===== src/rtl/uart_lite_pkg.sv =====
// Shared constants for the UART Lite responder: register selects, STAT/CTRL bit
// positions and the AXI response code.
package uart_lite_pkg;

  // Register select taken from address bits [3:2]
  typedef enum logic [1:0] {
    REG_RX   = 2'd0,
    REG_TX   = 2'd1,
    REG_STAT = 2'd2,
    REG_CTRL = 2'd3
  } reg_sel_e;

  localparam int STAT_RX_VALID = 0;
  localparam int STAT_RX_FULL  = 1;
  localparam int STAT_TX_EMPTY = 2;
  localparam int STAT_TX_FULL  = 3;
  localparam int STAT_INTR_EN  = 4;
  localparam int STAT_OVERRUN  = 5;

  localparam int CTRL_RST_TX   = 0;
  localparam int CTRL_RST_RX   = 1;
  localparam int CTRL_INTR_EN  = 4;

  localparam logic [1:0] RESP_OKAY = 2'b00;

endpackage


===== src/rtl/axi_uart_lite_responder_if.sv =====
// AXI4-Lite bus bundle (4-bit address, 32-bit data) between the UART buffer
// initiator (master) and the UART Lite responder (slave).
interface axi_uart_lite_responder_if;
  logic [3:0]  araddr;
  logic [2:0]  arprot;
  logic        arvalid, arready;
  logic [31:0] rdata;
  logic [1:0]  rresp;
  logic        rvalid, rready;
  logic [3:0]  awaddr;
  logic [2:0]  awprot;
  logic        awvalid, awready;
  logic [31:0] wdata;
  logic [3:0]  wstrb;
  logic        wvalid, wready;
  logic [1:0]  bresp;
  logic        bvalid, bready;

  modport master (
    output araddr, arprot, arvalid, rready, awaddr, awprot, awvalid,
           wdata, wstrb, wvalid, bready,
    input  arready, rdata, rresp, rvalid, awready, wready, bresp, bvalid
  );

  modport slave (
    input  araddr, arprot, arvalid, rready, awaddr, awprot, awvalid,
           wdata, wstrb, wvalid, bready,
    output arready, rdata, rresp, rvalid, awready, wready, bresp, bvalid
  );
endinterface


===== src/rtl/uart_lite_fifo.sv =====
// Synchronous FIFO with first-word-fall-through head; flush has priority over
// push/pop and empties the FIFO at the next edge.
module uart_lite_fifo #(
  parameter int DEPTH = 16,
  parameter int W     = 8
) (
  input  logic         clk,
  input  logic         rstn,
  input  logic         push,
  input  logic [W-1:0] din,
  input  logic         pop,
  input  logic         flush,
  output logic [W-1:0] head,
  output logic         full,
  output logic         empty
);
  localparam int AW = $clog2(DEPTH);

  logic [W-1:0] mem [DEPTH];
  logic [AW:0]  wr_ptr, rd_ptr;
  logic         do_push, do_pop;

  // A pop frees the slot, so a push into a full FIFO still lands that cycle
  assign do_pop  = pop & ~empty;
  assign do_push = push & (~full | do_pop);

  assign empty = (wr_ptr == rd_ptr);
  assign full  = (wr_ptr[AW] != rd_ptr[AW]) && (wr_ptr[AW-1:0] == rd_ptr[AW-1:0]);
  assign head  = mem[rd_ptr[AW-1:0]];

  always_ff @(posedge clk) begin
    if (!rstn || flush) begin
      wr_ptr <= '0;
      rd_ptr <= '0;
    end else begin
      if (do_push) wr_ptr <= wr_ptr + (AW+1)'(1);
      if (do_pop)  rd_ptr <= rd_ptr + (AW+1)'(1);
    end
  end

  always_ff @(posedge clk) begin
    if (do_push) mem[wr_ptr[AW-1:0]] <= din;
  end

endmodule


===== src/rtl/axi_uart_lite_responder.sv =====
// AXI4-Lite responder exposing the UART Lite register map over RX/TX FIFOs.
// Optional interrupt logic is built when UART_LITE_INTR_EN is defined.
module axi_uart_lite_responder
  import uart_lite_pkg::*;
#(
  parameter int FIFO_DEPTH = 16
) (
  input  logic                     clk,
  input  logic                     rstn,
  axi_uart_lite_responder_if.slave axi,
  input  logic [7:0]               rx_data,
  input  logic                     rx_strobe,
  output logic [7:0]               tx_data,
  output logic                     tx_valid,
  input  logic                     tx_ready,
  output logic                     interrupt
);
  reg_sel_e   rd_sel, wr_sel;
  logic       ar_hs, wr_hs, rvalid_q, bvalid_q;
  logic [7:0] rdata_q, rd_mux, stat;
  logic       rx_empty, rx_full, rx_pop, rx_flush;
  logic [7:0] rx_head;
  logic       tx_empty, tx_full, tx_push, tx_flush;
  logic       ctrl_wr, stat_rd, overrun_set, overrun, ien;
  logic       unused_bits;

  assign rd_sel = reg_sel_e'(axi.araddr[3:2]);
  assign wr_sel = reg_sel_e'(axi.awaddr[3:2]);

  assign axi.arready = ~rvalid_q;
  assign ar_hs       = axi.arvalid & ~rvalid_q;
  assign wr_hs       = axi.awvalid & axi.wvalid & ~bvalid_q;
  assign axi.awready = wr_hs;
  assign axi.wready  = wr_hs;
  assign axi.rvalid  = rvalid_q;
  assign axi.rdata   = {24'b0, rdata_q};
  assign axi.rresp   = RESP_OKAY;
  assign axi.bvalid  = bvalid_q;
  assign axi.bresp   = RESP_OKAY;

  assign rx_pop   = ar_hs & (rd_sel == REG_RX);
  assign stat_rd  = ar_hs & (rd_sel == REG_STAT);
  assign ctrl_wr  = wr_hs & (wr_sel == REG_CTRL) & axi.wstrb[0];
  assign tx_push  = wr_hs & (wr_sel == REG_TX) & axi.wstrb[0];
  assign tx_flush = ctrl_wr & axi.wdata[CTRL_RST_TX];
  assign rx_flush = ctrl_wr & axi.wdata[CTRL_RST_RX];
  // A full FIFO being read this cycle makes room, so that strobe is not an overrun
  assign overrun_set = rx_strobe & rx_full & ~rx_pop;

  assign tx_valid = ~tx_empty;

  assign unused_bits = ^{axi.arprot, axi.awprot, axi.araddr[1:0], axi.awaddr[1:0],
                         axi.wdata[31:8], axi.wstrb[3:1]};

  uart_lite_fifo #(.DEPTH(FIFO_DEPTH), .W(8)) u_rx_fifo (
    .clk, .rstn, .push(rx_strobe), .din(rx_data), .pop(rx_pop), .flush(rx_flush),
    .head(rx_head), .full(rx_full), .empty(rx_empty)
  );

  uart_lite_fifo #(.DEPTH(FIFO_DEPTH), .W(8)) u_tx_fifo (
    .clk, .rstn, .push(tx_push), .din(axi.wdata[7:0]), .pop(tx_ready), .flush(tx_flush),
    .head(tx_data), .full(tx_full), .empty(tx_empty)
  );

  always_comb begin
    stat                = '0;
    stat[STAT_RX_VALID] = ~rx_empty;
    stat[STAT_RX_FULL]  = rx_full;
    stat[STAT_TX_EMPTY] = tx_empty;
    stat[STAT_TX_FULL]  = tx_full;
    stat[STAT_INTR_EN]  = ien;
    stat[STAT_OVERRUN]  = overrun;
  end

  always_comb begin
    rd_mux = '0;
    case (rd_sel)
      REG_RX:   rd_mux = rx_empty ? 8'h00 : rx_head;
      REG_STAT: rd_mux = stat;
      default:  rd_mux = '0;
    endcase
  end

  always_ff @(posedge clk) begin
    if (!rstn) begin
      rvalid_q <= 1'b0;
      rdata_q  <= '0;
    end else if (ar_hs) begin
      rvalid_q <= 1'b1;
      rdata_q  <= rd_mux;
    end else if (axi.rready) begin
      rvalid_q <= 1'b0;
    end
  end

  always_ff @(posedge clk) begin
    if (!rstn)            bvalid_q <= 1'b0;
    else if (wr_hs)       bvalid_q <= 1'b1;
    else if (axi.bready)  bvalid_q <= 1'b0;
  end

  always_ff @(posedge clk) begin
    if (!rstn) overrun <= 1'b0;
    else       overrun <= overrun_set | (overrun & ~stat_rd);
  end

`ifdef UART_LITE_INTR_EN
  logic rx_empty_q, tx_empty_q;

  always_ff @(posedge clk) begin
    if (!rstn) begin
      ien        <= 1'b0;
      rx_empty_q <= 1'b1;
      tx_empty_q <= 1'b1;
    end else begin
      if (ctrl_wr) ien <= axi.wdata[CTRL_INTR_EN];
      rx_empty_q <= rx_empty;
      tx_empty_q <= tx_empty;
    end
  end

  // Fires in the first cycle the new FIFO state is visible
  assign interrupt = ien & ((rx_empty_q & ~rx_empty) | (~tx_empty_q & tx_empty));
`else
  assign ien       = 1'b0;
  assign interrupt = 1'b0;
`endif

endmodule


===== src/flat_wrapper.sv =====
// flat-port wrapper written by rule: the top's interface ports become plain ports
module axi_uart_lite_responder_flat import uart_lite_pkg::*;
#(
  parameter int FIFO_DEPTH = 16
)
  (clk, rstn, rx_data, rx_strobe, tx_data, tx_valid, tx_ready, interrupt, axi_araddr, axi_arprot, axi_arvalid, axi_rready, axi_awaddr, axi_awprot, axi_awvalid, axi_wdata, axi_wstrb, axi_wvalid, axi_bready, axi_arready, axi_rdata, axi_rresp, axi_rvalid, axi_awready, axi_wready, axi_bresp, axi_bvalid);
  axi_uart_lite_responder_if axi_i ();
  input  logic clk;
  input  logic rstn;
  input  logic [7:0] rx_data;
  input  logic rx_strobe;
  output logic [7:0] tx_data;
  output logic tx_valid;
  input  logic tx_ready;
  output logic interrupt;
  input wire logic [$bits(axi_i.araddr)-1:0] axi_araddr;
  input wire logic [$bits(axi_i.arprot)-1:0] axi_arprot;
  input wire logic [$bits(axi_i.arvalid)-1:0] axi_arvalid;
  input wire logic [$bits(axi_i.rready)-1:0] axi_rready;
  input wire logic [$bits(axi_i.awaddr)-1:0] axi_awaddr;
  input wire logic [$bits(axi_i.awprot)-1:0] axi_awprot;
  input wire logic [$bits(axi_i.awvalid)-1:0] axi_awvalid;
  input wire logic [$bits(axi_i.wdata)-1:0] axi_wdata;
  input wire logic [$bits(axi_i.wstrb)-1:0] axi_wstrb;
  input wire logic [$bits(axi_i.wvalid)-1:0] axi_wvalid;
  input wire logic [$bits(axi_i.bready)-1:0] axi_bready;
  output wire logic [$bits(axi_i.arready)-1:0] axi_arready;
  output wire logic [$bits(axi_i.rdata)-1:0] axi_rdata;
  output wire logic [$bits(axi_i.rresp)-1:0] axi_rresp;
  output wire logic [$bits(axi_i.rvalid)-1:0] axi_rvalid;
  output wire logic [$bits(axi_i.awready)-1:0] axi_awready;
  output wire logic [$bits(axi_i.wready)-1:0] axi_wready;
  output wire logic [$bits(axi_i.bresp)-1:0] axi_bresp;
  output wire logic [$bits(axi_i.bvalid)-1:0] axi_bvalid;
  assign axi_i.araddr = axi_araddr;
  assign axi_i.arprot = axi_arprot;
  assign axi_i.arvalid = axi_arvalid;
  assign axi_i.rready = axi_rready;
  assign axi_i.awaddr = axi_awaddr;
  assign axi_i.awprot = axi_awprot;
  assign axi_i.awvalid = axi_awvalid;
  assign axi_i.wdata = axi_wdata;
  assign axi_i.wstrb = axi_wstrb;
  assign axi_i.wvalid = axi_wvalid;
  assign axi_i.bready = axi_bready;
  assign axi_arready = axi_i.arready;
  assign axi_rdata = axi_i.rdata;
  assign axi_rresp = axi_i.rresp;
  assign axi_rvalid = axi_i.rvalid;
  assign axi_awready = axi_i.awready;
  assign axi_wready = axi_i.wready;
  assign axi_bresp = axi_i.bresp;
  assign axi_bvalid = axi_i.bvalid;
  axi_uart_lite_responder #(.FIFO_DEPTH(FIFO_DEPTH)) u_core (.clk(clk), .rstn(rstn), .axi(axi_i), .rx_data(rx_data), .rx_strobe(rx_strobe), .tx_data(tx_data), .tx_valid(tx_valid), .tx_ready(tx_ready), .interrupt(interrupt));
endmodule

===== config.mk =====
export PLATFORM = sky130hd
export DESIGN_NAME = axi_uart_lite_responder_flat
export DESIGN_NICKNAME = d
export VERILOG_FILES = /design/src/rtl/uart_lite_pkg.sv /design/src/rtl/axi_uart_lite_responder_if.sv /design/src/rtl/uart_lite_fifo.sv /design/src/rtl/axi_uart_lite_responder.sv /design/src/flat_wrapper.sv
export SDC_FILE = /design/constraint.sdc
export NUM_CORES = 1
export LEC_CHECK = 0
export CORE_MARGIN = 1.5
export CORE_UTILIZATION = 39
export DETAILED_ROUTE_END_ITERATION = 10
export PLACE_DENSITY = 0.63
export SLEW_MARGIN = 5
export SYNTH_ARGS = -nofsm -noshare
export SYNTH_HDL_FRONTEND = slang
export SYNTH_SLANG_ARGS = --single-unit

===== constraint.sdc =====
create_clock -name clk -period 2.9 [get_ports clk]
set_input_delay 0.58 -clock clk [delete_from_list [all_inputs] [get_ports clk]]
set_output_delay 0.58 -clock clk [all_outputs]
set_load 0.05 [all_outputs]

==> run metrics, run 1 <==
r2r worst-path depth=5; largest net degree at the start of global routing=33; Layout area overhead=16.9%; setup_tns=-0.475 ns; CP cell instances=buf_16 -> mux4_1 -> mux4_2 -> buf_6; synthesized cell area=~12000 um2; worst hold path class=reg -> reg; Syn Area/Cell=19.0 um2; antenna cell count=0; internal cell power=between 7000 and 8000 uW; Die H=about 180 um; critical path endpoint category=output pin; crit path kind=reg -> out; Yosys reg bits=slightly below 300; Post-CTS Setup Bufs=0; post-synthesis sequential area ratio=between 70% and 80%; DR pass1 iterations=5; worst path arrival time=around 2.4 ns; placed cell count=1089; worst r2r dst=u_core.rdata_q[6]; total number of vias=5836; Post-synth EDFFs=~260; port bufs=between 50 and 60; htree depth=1; top_reg_cell synth=edfxtp_1; R2R setup slack=about 0.59 ns; ratio of cells with drive above 1 in the final layout=slightly above 20%; maximum VDD drop=about 0.48 mV; status=finished with violations; sw frac=just under 20%; ranking of synthesized cells by area=edfxtp_1, mux4_1, dfxtp_1; first-pass GRT wire length=35400 um; Starting Density=about two fifths; Final setup viols=8; Hold Fails Final Rpt=0; worst setup path endpoint=tx_data[7]; CP Launch Type=flip-flop; fin crit period=approximately 3.0 ns; xor/xnor share of the synthesized area=1.88%; RSZ-0062 raised after global routing=yes; worst skew pair latency=~0.54 ns; Synth Area in Compound Gates=around 3.4%; Rows=64; crit share post-route=103%; Bufs and invs on worst path=2; skew final=around 0.0075 ns; post-route setup slack=-0.0940 ns; Antenna Violating Nets Remaining=0; Synth Area in Adders=1.03%; CP Depth=4; Sw Pwr=about 1800 uW; relative slew slack=52.2%; pwr/cell area=657 nW/um2; wirelength, routed=between 20000 and 25000 um; Critical Path RT=2.32 ns; via count of the first global-routing pass=between 6000 and 7000; CORE AREA=slightly above 30000 um2; clk buf depth=3; Max Cap Violations=0; Yosys cell types=between 50 and 60; Logic pwr share=roughly 4.8%; DRC errors left=0; slowest cell delay on critical path=around 0.54 ns; TritonCTS clock tree=yes; Root Driver=clkbuf_16; Post-Synth Simple-Gate Area=around 4.4%; failing checks=negative setup slack; Slew @ Worst Pin=around 0.7 ns; Largest delay share family, worst path=multiplexers; DR WL/cell=approximately 20 um; synth warn=0; final non-filler cell total=between 1000 and 1500; Chip Width=179 um; post-synth top area share=63.6%; DPL Wire Length=between 15000 and 20000 um; Clock Sinks=between 200 and 300; fmax=roughly 330 MHz; hold_buf cts=0; CTS buffer count=30; Seq pwr share=50.2%; top cell type by total area after synthesis=edfxtp_1; Slowest-stage cell, CP=mux4_1; die area=32100 um2; via-per-instance ratio=approximately 5; Ports=~120; clock-pin slew on the worst setup and hold paths=about 0.06 ns; total gr overflow=0; Clock power frac=between 40 and 50%; Nets=~800; multiplexer share of the synthesized area=between 10% and 20%; Synth Instances=638; Pleak=around 0.0047 uW; commonest cells after routing, fill and taps aside=edfxtp_1, mux4_2, nor2_1; RR Startpoint=u_core.u_rx_fifo.wr_ptr[2]; commonest non-fill, non-tap cell in the layout=edfxtp_1; largest family of logic cells by synthesized area=multiplexers; antenna violations before repair=0; crit path max fanout=8; First DRT Iteration DRCs=around 410; Final Max Tran Viols=0; RePlAce Congestion=~0.79; All-Layer GR Usage=between 10% and 20%; async set-reset flop share out of synthesis=0%
## metrics by stage
step | hold WS (ns) | power [uW] | instance area (um2) | worst slack [ns] | utilization [%]
final | 0.494 | 9290 | 14100 | -0.0940 | 46.2
after global routing | 0.519 | 9560 | 14100 | -0.150 | 46.2
after CTS | 0.495 | 9360 | 14200 | -0.155 | 46.3
after detailed placement | 0.484 | 5190 | 13000 | 0.115 | 42.6
after global placement | 0.478 | 5170 | 13000 | 0.230 | 42.6
after floorplan | 0.466 | 5050 | 12200 | 0.416 | -
## layer usage
layer | track usage (%) | wire length, um
met1 | 17.9 | 9410
met5 | 0 | 0
met3 | 2.18 | 978
met4 | 4.24 | 588
met2 | 27.0 | 12200
## power by group through the flow
stage	logic (uW)	clock network, uW	registers (uW)
global placement	422	0	4750
floorplan	293	0	4760
global route	479	4410	4670
finish	448	4170	4660
detailed placement	437	0	4750
CTS	446	4250	4660
## tightest hold or removal path: cells and delay by family, from the launching register on
family | cells | cell delay (ns)
AOI/OAI and AO/OA | 1 | 0.06
DFF | 1 | 0.32
and+or+nand+nor | 1 | 0.07
## what timing repair did
action | 4_1_cts | 5_1_grt
setup endpoints to repair | 9 | 8
endpoints found under the hold margin | 0 | 0
resized for setup | 17 | 23
cloned | 2 | 1
## layout make-up
cell class | instances | area (um2)
clock buffers | 35 | 791
clock inverters | 19 | 294
fillers | 2580 | 16400
inverters | 8 | 30.0
multi-input cells | 304 | 3170
flip-flops and latches | 295 | 8470
well taps | 396 | 495
repair buffers | 89 | 890
## state kept, by name (all words and copies together), names as in the netlist, 5 cells and up, named ones only
name and count:
u_core.rdata_q 8, u_core.u_rx_fifo.mem 128, u_core.u_rx_fifo.rd_ptr 5, u_core.u_rx_fifo.wr_ptr 5, u_core.u_tx_fifo.mem 128, u_core.u_tx_fifo.rd_ptr 5, u_core.u_tx_fifo.wr_ptr 5
## worst min-delay path by stage
stage | endpoint | start | slack [ns] | depth (start not counted)
floorplan | u_core.overrun | u_core.overrun | 0.47 | 2
global placement | u_core.axi.bvalid | u_core.axi.bvalid | 0.48 | 2
detailed placement | u_core.axi.bvalid | u_core.axi.bvalid | 0.48 | 2
CTS | u_core.axi.bvalid | u_core.axi.bvalid | 0.50 | 2
global route | u_core.axi.bvalid | u_core.axi.bvalid | 0.52 | 2
finish | u_core.axi.bvalid | u_core.axi.bvalid | 0.49 | 2
## cells in the mapped netlist (3+ instances only)
cell type,count
a32o_1,4
mux4_1,47
nor3_1,7
nor2_1,41
buf_1,3
nand2b_1,4
o31ai_1,3
dfxtp_1,39
nor2b_1,6
buf_4,32
o211ai_1,6
a22oi_1,13
buf_6,6
mux2i_1,5
inv_1,8
xnor2_1,11
edfxtp_1,256
mux4_2,25
o21a_1,4
clkbuf_1,7
xor2_1,15
o21ai_0,8
nand2_1,19
buf_2,8
and3_1,15
ha_1,10
a21oi_1,8
## cell families after synthesis
kind of cell             Yosys count
AO/OA/AOI/OAI                     55
XOR/XNOR                          26
adder cells (fa/ha/maj)           10
buffers and inverters             67
flip-flops                       295
multiplexers                      78
other                              1
AND/OR/NAND/NOR                  106
(Power assumes the default switching activity.)
==> run 2, diff against run 1 <==
--- a/config.mk
+++ b/config.mk
@@ -5,6 +5,7 @@
 export SDC_FILE = /design/constraint.sdc
 export NUM_CORES = 1
 export LEC_CHECK = 0
+export CORE_ASPECT_RATIO = 0.75
 export CORE_MARGIN = 1.5
 export CORE_UTILIZATION = 39
 export DETAILED_ROUTE_END_ITERATION = 10
==> run metrics, run 2 (same netlist as run 1, synthesis figures left out) <==
status=finished with violations; RR Startpoint=u_core.u_rx_fifo.wr_ptr[2]; Hold Fails Final Rpt=0; worst skew pair latency=between 0.5 and 0.6 ns; slowest cell delay on critical path=just over 0.5 ns; Final Max Tran Viols=0; post-route setup slack=-0.0929 ns; WHS=0.499 ns; worst path arrival time=2.41 ns; TritonCTS clock tree=yes; CP cell instances=buf_12 -> buf_16 -> mux4_2 -> mux4_2 -> buf_8; Max Cap Violations=0; RePlAce Congestion=around 0.83; crit share post-route=103%; Nets=between 800 and 900; critical path endpoint category=output pin; sw frac=21.6%; First DRT Iteration DRCs=555; Slew @ Worst Pin=between 0.7 and 0.8 ns; Clock power frac=between 40% and 50%; Slowest-stage cell, CP=mux4_2; internal cell power=6790 uW; DPL Wire Length=about 17000 um; Antenna Violating Nets Remaining=0; Chip Width=approximately 210 um; crit path kind=reg -> out; Critical Path RT=around 2.3 ns; Seq pwr share=a little over half; antenna violations before repair=0; wirelength, routed=between 20000 and 30000 um; Final setup viols=8; pwr/cell area=608 nW/um2; first-pass GRT wire length=just under 40000 um; die area=approximately 32000 um2; commonest cells after routing, fill and taps aside=edfxtp_1, mux4_2, buf_4; maximum VDD drop=between 0.4 and 0.5 mV; clock-pin slew on the worst setup and hold paths=about 0.060 ns; commonest non-fill, non-tap cell in the layout=edfxtp_1; DR WL/cell=22.3 um; port bufs=about 50; relative slew slack=47.6%; Die H=between 150 and 200 um; Multi-input gate area=approximately 3200 um2; total gr overflow=0; Root Driver=clkbuf_16; Starting Density=between 30% and 40%; CTS buffer count=30; failing checks=negative setup slack; skew final=slightly above 0.01 ns; All-Layer GR Usage=approximately 17%; via-per-instance ratio=about 5.3; Top cell by count, worst path=mux4_2; hold_buf cts=0; Rows=55; Sw Pwr=between 1500 and 2000 uW; htree depth=1; antenna cell count=0; via count of the first global-routing pass=roughly 6400; DR pass1 iterations=4; ratio of cells with drive above 1 in the final layout=21.8%; fmax=between 300 and 400 MHz; CORE AREA=around 30000 um2; fin crit period=around 3 ns; largest net degree at the start of global routing=33; hold wc startpoint=u_core.axi.bvalid; Bufs and invs on worst path=3; final non-filler cell total=roughly 1200; DRC errors left=0; Layout area overhead=17.9%; CP Launch Type=flip-flop; Ports=~120; fillcell total=2521; crit path max fanout=5; clk buf depth=3; Storage cell area=8470 um2; RSZ-0062 raised after global routing=yes; Clock Sinks=295; placed cell count=1109; Logic pwr share=5.4%; total number of vias=slightly above 6000; Pleak=about 0.0047 uW; Largest delay share family, worst path=multiplexers; worst hold path class=reg -> reg
run 2: worst paths after layout:
kind | depth (start not counted) | slack, ns | endpoint
hold reg to reg | 2 | 0.50 | u_core.axi.bvalid
hold / removal | 2 | 0.50 | u_core.axi.bvalid
setup reg to reg | 7 | 0.48 | u_core.u_rx_fifo.mem[1][6]
setup / recovery | 5 | -0.09 | tx_data[2]
run 2: area by class of cell:
class	instances	area share [%]
Sequential cell	295	59.4
Inverter	8	0.211
Tap cell	399	3.50
Timing Repair Buffer	111	8.28
Multi-Input combinational cell	304	22.3
Clock buffer	41	5.77
Clock inverter	13	0.500
run 2: what timing repair did:
item | 4_1_cts | 5_1_grt
resized for setup | 38 | 6
setup buffers | 4 | 1
endpoints found under the setup margin | 9 | 8
gates cloned | 3 | 0
run 2: power groups by stage:
stage	combinational (uW)	clock (uW)	sequential, uW
6_report	468	3530	4670
5_1_grt	499	3740	4670
4_1_cts	468	3590	4670
3_5_place_dp	444	0	4760
3_3_place_gp	432	0	4750
2_1_floorplan	293	0	4760
run 2: stage by stage:
stage | total power (uW) | util (%) | area, um2 | TNS [ns] | setup slack [ns]
2_1_floorplan | 5050 | - | 12200 | 0 | 0.416
3_3_place_gp | 5190 | 43.6 | 13200 | -0.159 | -0.0119
3_5_place_dp | 5200 | 43.6 | 13200 | 0 | 0.0572
4_1_cts | 8720 | 47.0 | 14300 | -0.791 | -0.121
5_1_grt | 8910 | 47.0 | 14300 | -1.16 | -0.165
6_report | 8660 | 47.0 | 14300 | -0.628 | -0.0929
run 2: per-layer routing:
metal	track usage, %	part of all wire, %
met4	4.55	2.2
met3	3.16	6.2
met2	24.9	45
met5	0	0
met1	24.5	47
run 2: worst reg2reg max path, stage by stage, from the launching register on:
cell and delay (ns):
dfxtp_1 0.54, xnor2_1 0.11, nand4_1 0.22, buf_4 0.19, o21a_1 0.25, nand2_1 0.15
nor3_1 0.42, buf_4 0.25
==> run 3, diff against run 2 <==
--- a/config.mk
+++ b/config.mk
@@ -7,9 +7,10 @@
 export LEC_CHECK = 0
 export CORE_ASPECT_RATIO = 0.75
 export CORE_MARGIN = 1.5
-export CORE_UTILIZATION = 39
+export CORE_UTILIZATION = 55
 export DETAILED_ROUTE_END_ITERATION = 10
-export PLACE_DENSITY = 0.63
+export GPL_ROUTABILITY_DRIVEN = 1
+export PLACE_DENSITY = 0.82
 export SLEW_MARGIN = 5
 export SYNTH_ARGS = -nofsm -noshare
 export SYNTH_HDL_FRONTEND = slang
==> run metrics, run 3 (same netlist as run 1, synthesis figures left out) <==
fin crit period=~3 ns; Chip Width=~170 um; die area=~23000 um2; worst hold path class=reg -> reg; total gr overflow=0; critical path endpoint category=output pin; Nets=slightly above 800; crit path kind=reg -> out; wirelength, routed=24700 um; placed cell count=roughly 1000; TritonCTS clock tree=yes; crit path max fanout=5; maximum VDD drop=roughly 0.46 mV; Hold Fails Final Rpt=0; Max Cap Violations=0; fmax=approximately 330 MHz; pwr/cell area=roughly 630 nW/um2; Pleak=around 0.0047 uW; RSZ-0062 raised after global routing=yes; Starting Density=between 50% and 60%; crit share post-route=103%; hold_buf cts=0; Rows=46; DR pass1 iterations=5; htree depth=1; fillcell total=around 1400; skew final=between 0.015 and 0.02 ns; R2R setup slack=roughly 0.53 ns; final non-filler cell total=approximately 1000; total number of vias=slightly above 6000; CP Launch Type=flip-flop; Slew @ Worst Pin=0.913 ns; relative slew slack=roughly two fifths; commonest cells after routing, fill and taps aside=edfxtp_1, buf_4, mux4_2; DRC errors left=0; status=finished with violations; Layout Utilization=65.2%; DPL Wire Length=roughly 16000 um; Post-Place Cell Area=approximately 13000 um2; Multi-input gate area=between 3000 and 4000 um2; Die H=roughly 130 um; clock-pin slew on the worst setup and hold paths=about 0.060 ns; Final setup viols=8; via-per-instance ratio=roughly 6; commonest non-fill, non-tap cell in the layout=edfxtp_1; worst skew pair latency=around 0.54 ns; First DRT Iteration DRCs=approximately 670; RePlAce Congestion=between 0.8 and 0.9; design area=13900 um2; DR WL/cell=~24 um; first-pass GRT wire length=~38000 um; pre-CTS WS=0.188 ns; Antenna Violating Nets Remaining=0; clk buf depth=3; CTS buffer count=28; Storage cell area=around 8500 um2; Total Power=8730 uW; port bufs=51; Root Driver=clkbuf_16; Final Max Tran Viols=0; CORE AREA=between 20000 and 25000 um2; post-route setup slack=-0.0907 ns; via count of the first global-routing pass=6334; Critical Path RT=2.32 ns; failing checks=negative setup slack; All-Layer GR Usage=between 20% and 30%; antenna cell count=0; largest net degree at the start of global routing=33; Layout area overhead=15.1%; ratio of cells with drive above 1 in the final layout=approximately a fifth; Ports=about 120; antenna violations before repair=0; Clock Sinks=between 200 and 300; worst path arrival time=2.41 ns
run 3: changes by cell type in the layout (fill, tap and decap cells not counted), sizes merged:
| cell | before | now |
|---|---|---|
| clkbuf | 41 | 37 |
| buf | 70 | 57 |
| bufinv | 0 | 3 |
| clkinv | 11 | 8 |
run 3: cell type report:
| type | count | area share (%) |
|---|---|---|
| clock buffer | 37 | 5.43 |
| clock inverter | 13 | 1.05 |
| inverter | 8 | 0.216 |
| multi-input combinational | 304 | 23.0 |
| sequential | 295 | 60.9 |
| tap | 288 | 2.59 |
| timing repair buffer | 98 | 6.81 |
run 3: path summary, 6_finish.rpt:
kind,from,endpoint,depth (start not counted)
max,flip-flop,tx_data[6],5
max reg2reg,flip-flop,u_core.rdata_q[0],4
min reg2reg,u_core.rdata_q[6],u_core.rdata_q[6],1
min,u_core.rdata_q[6],u_core.rdata_q[6],1
run 3: per-stage QoR:
step | setup TNS, ns | hold slack [ns]
3_3_place_gp | 0 | 0.480
3_5_place_dp | 0 | 0.484
4_1_cts | -0.678 | 0.499
5_1_grt | -0.893 | 0.517
6_report | -0.511 | 0.501
2_1_floorplan | 0 | 0.466
run 3: power breakdown:
part	switching [uW]	internal (uW)
combinational	293	161
sequential	25.7	4640
clock	1510	2100
total	1830	6900
run 3: what timing repair did:
action	CTS	global route
setup endpoints to repair	9	8
gates cloned	2	0
gates resized for setup	22	11
setup buffers	3	0
hold endpoints to repair	0	0
run 3: worst max-delay path, stage by stage, from the launching register on:
cell and delay, ns:
dfxtp_4 0.42, buf_12 0.14, buf_16 0.12, mux4_2 0.48, mux4_2 0.52, buf_6 0.18
run 3: routing by layer:
| metal | track usage, % | up-vias | wire length [um] |
|---|---|---|---|
| li1 | - | 2701 | - |
| met3 | 4.83 | 52 | 2260 |
| met2 | 34.4 | 342 | 11400 |
| met5 | 0 | - | 0 |
| met1 | 31.9 | 3133 | 10500 |
| met4 | 6.13 | 0 | 605 |
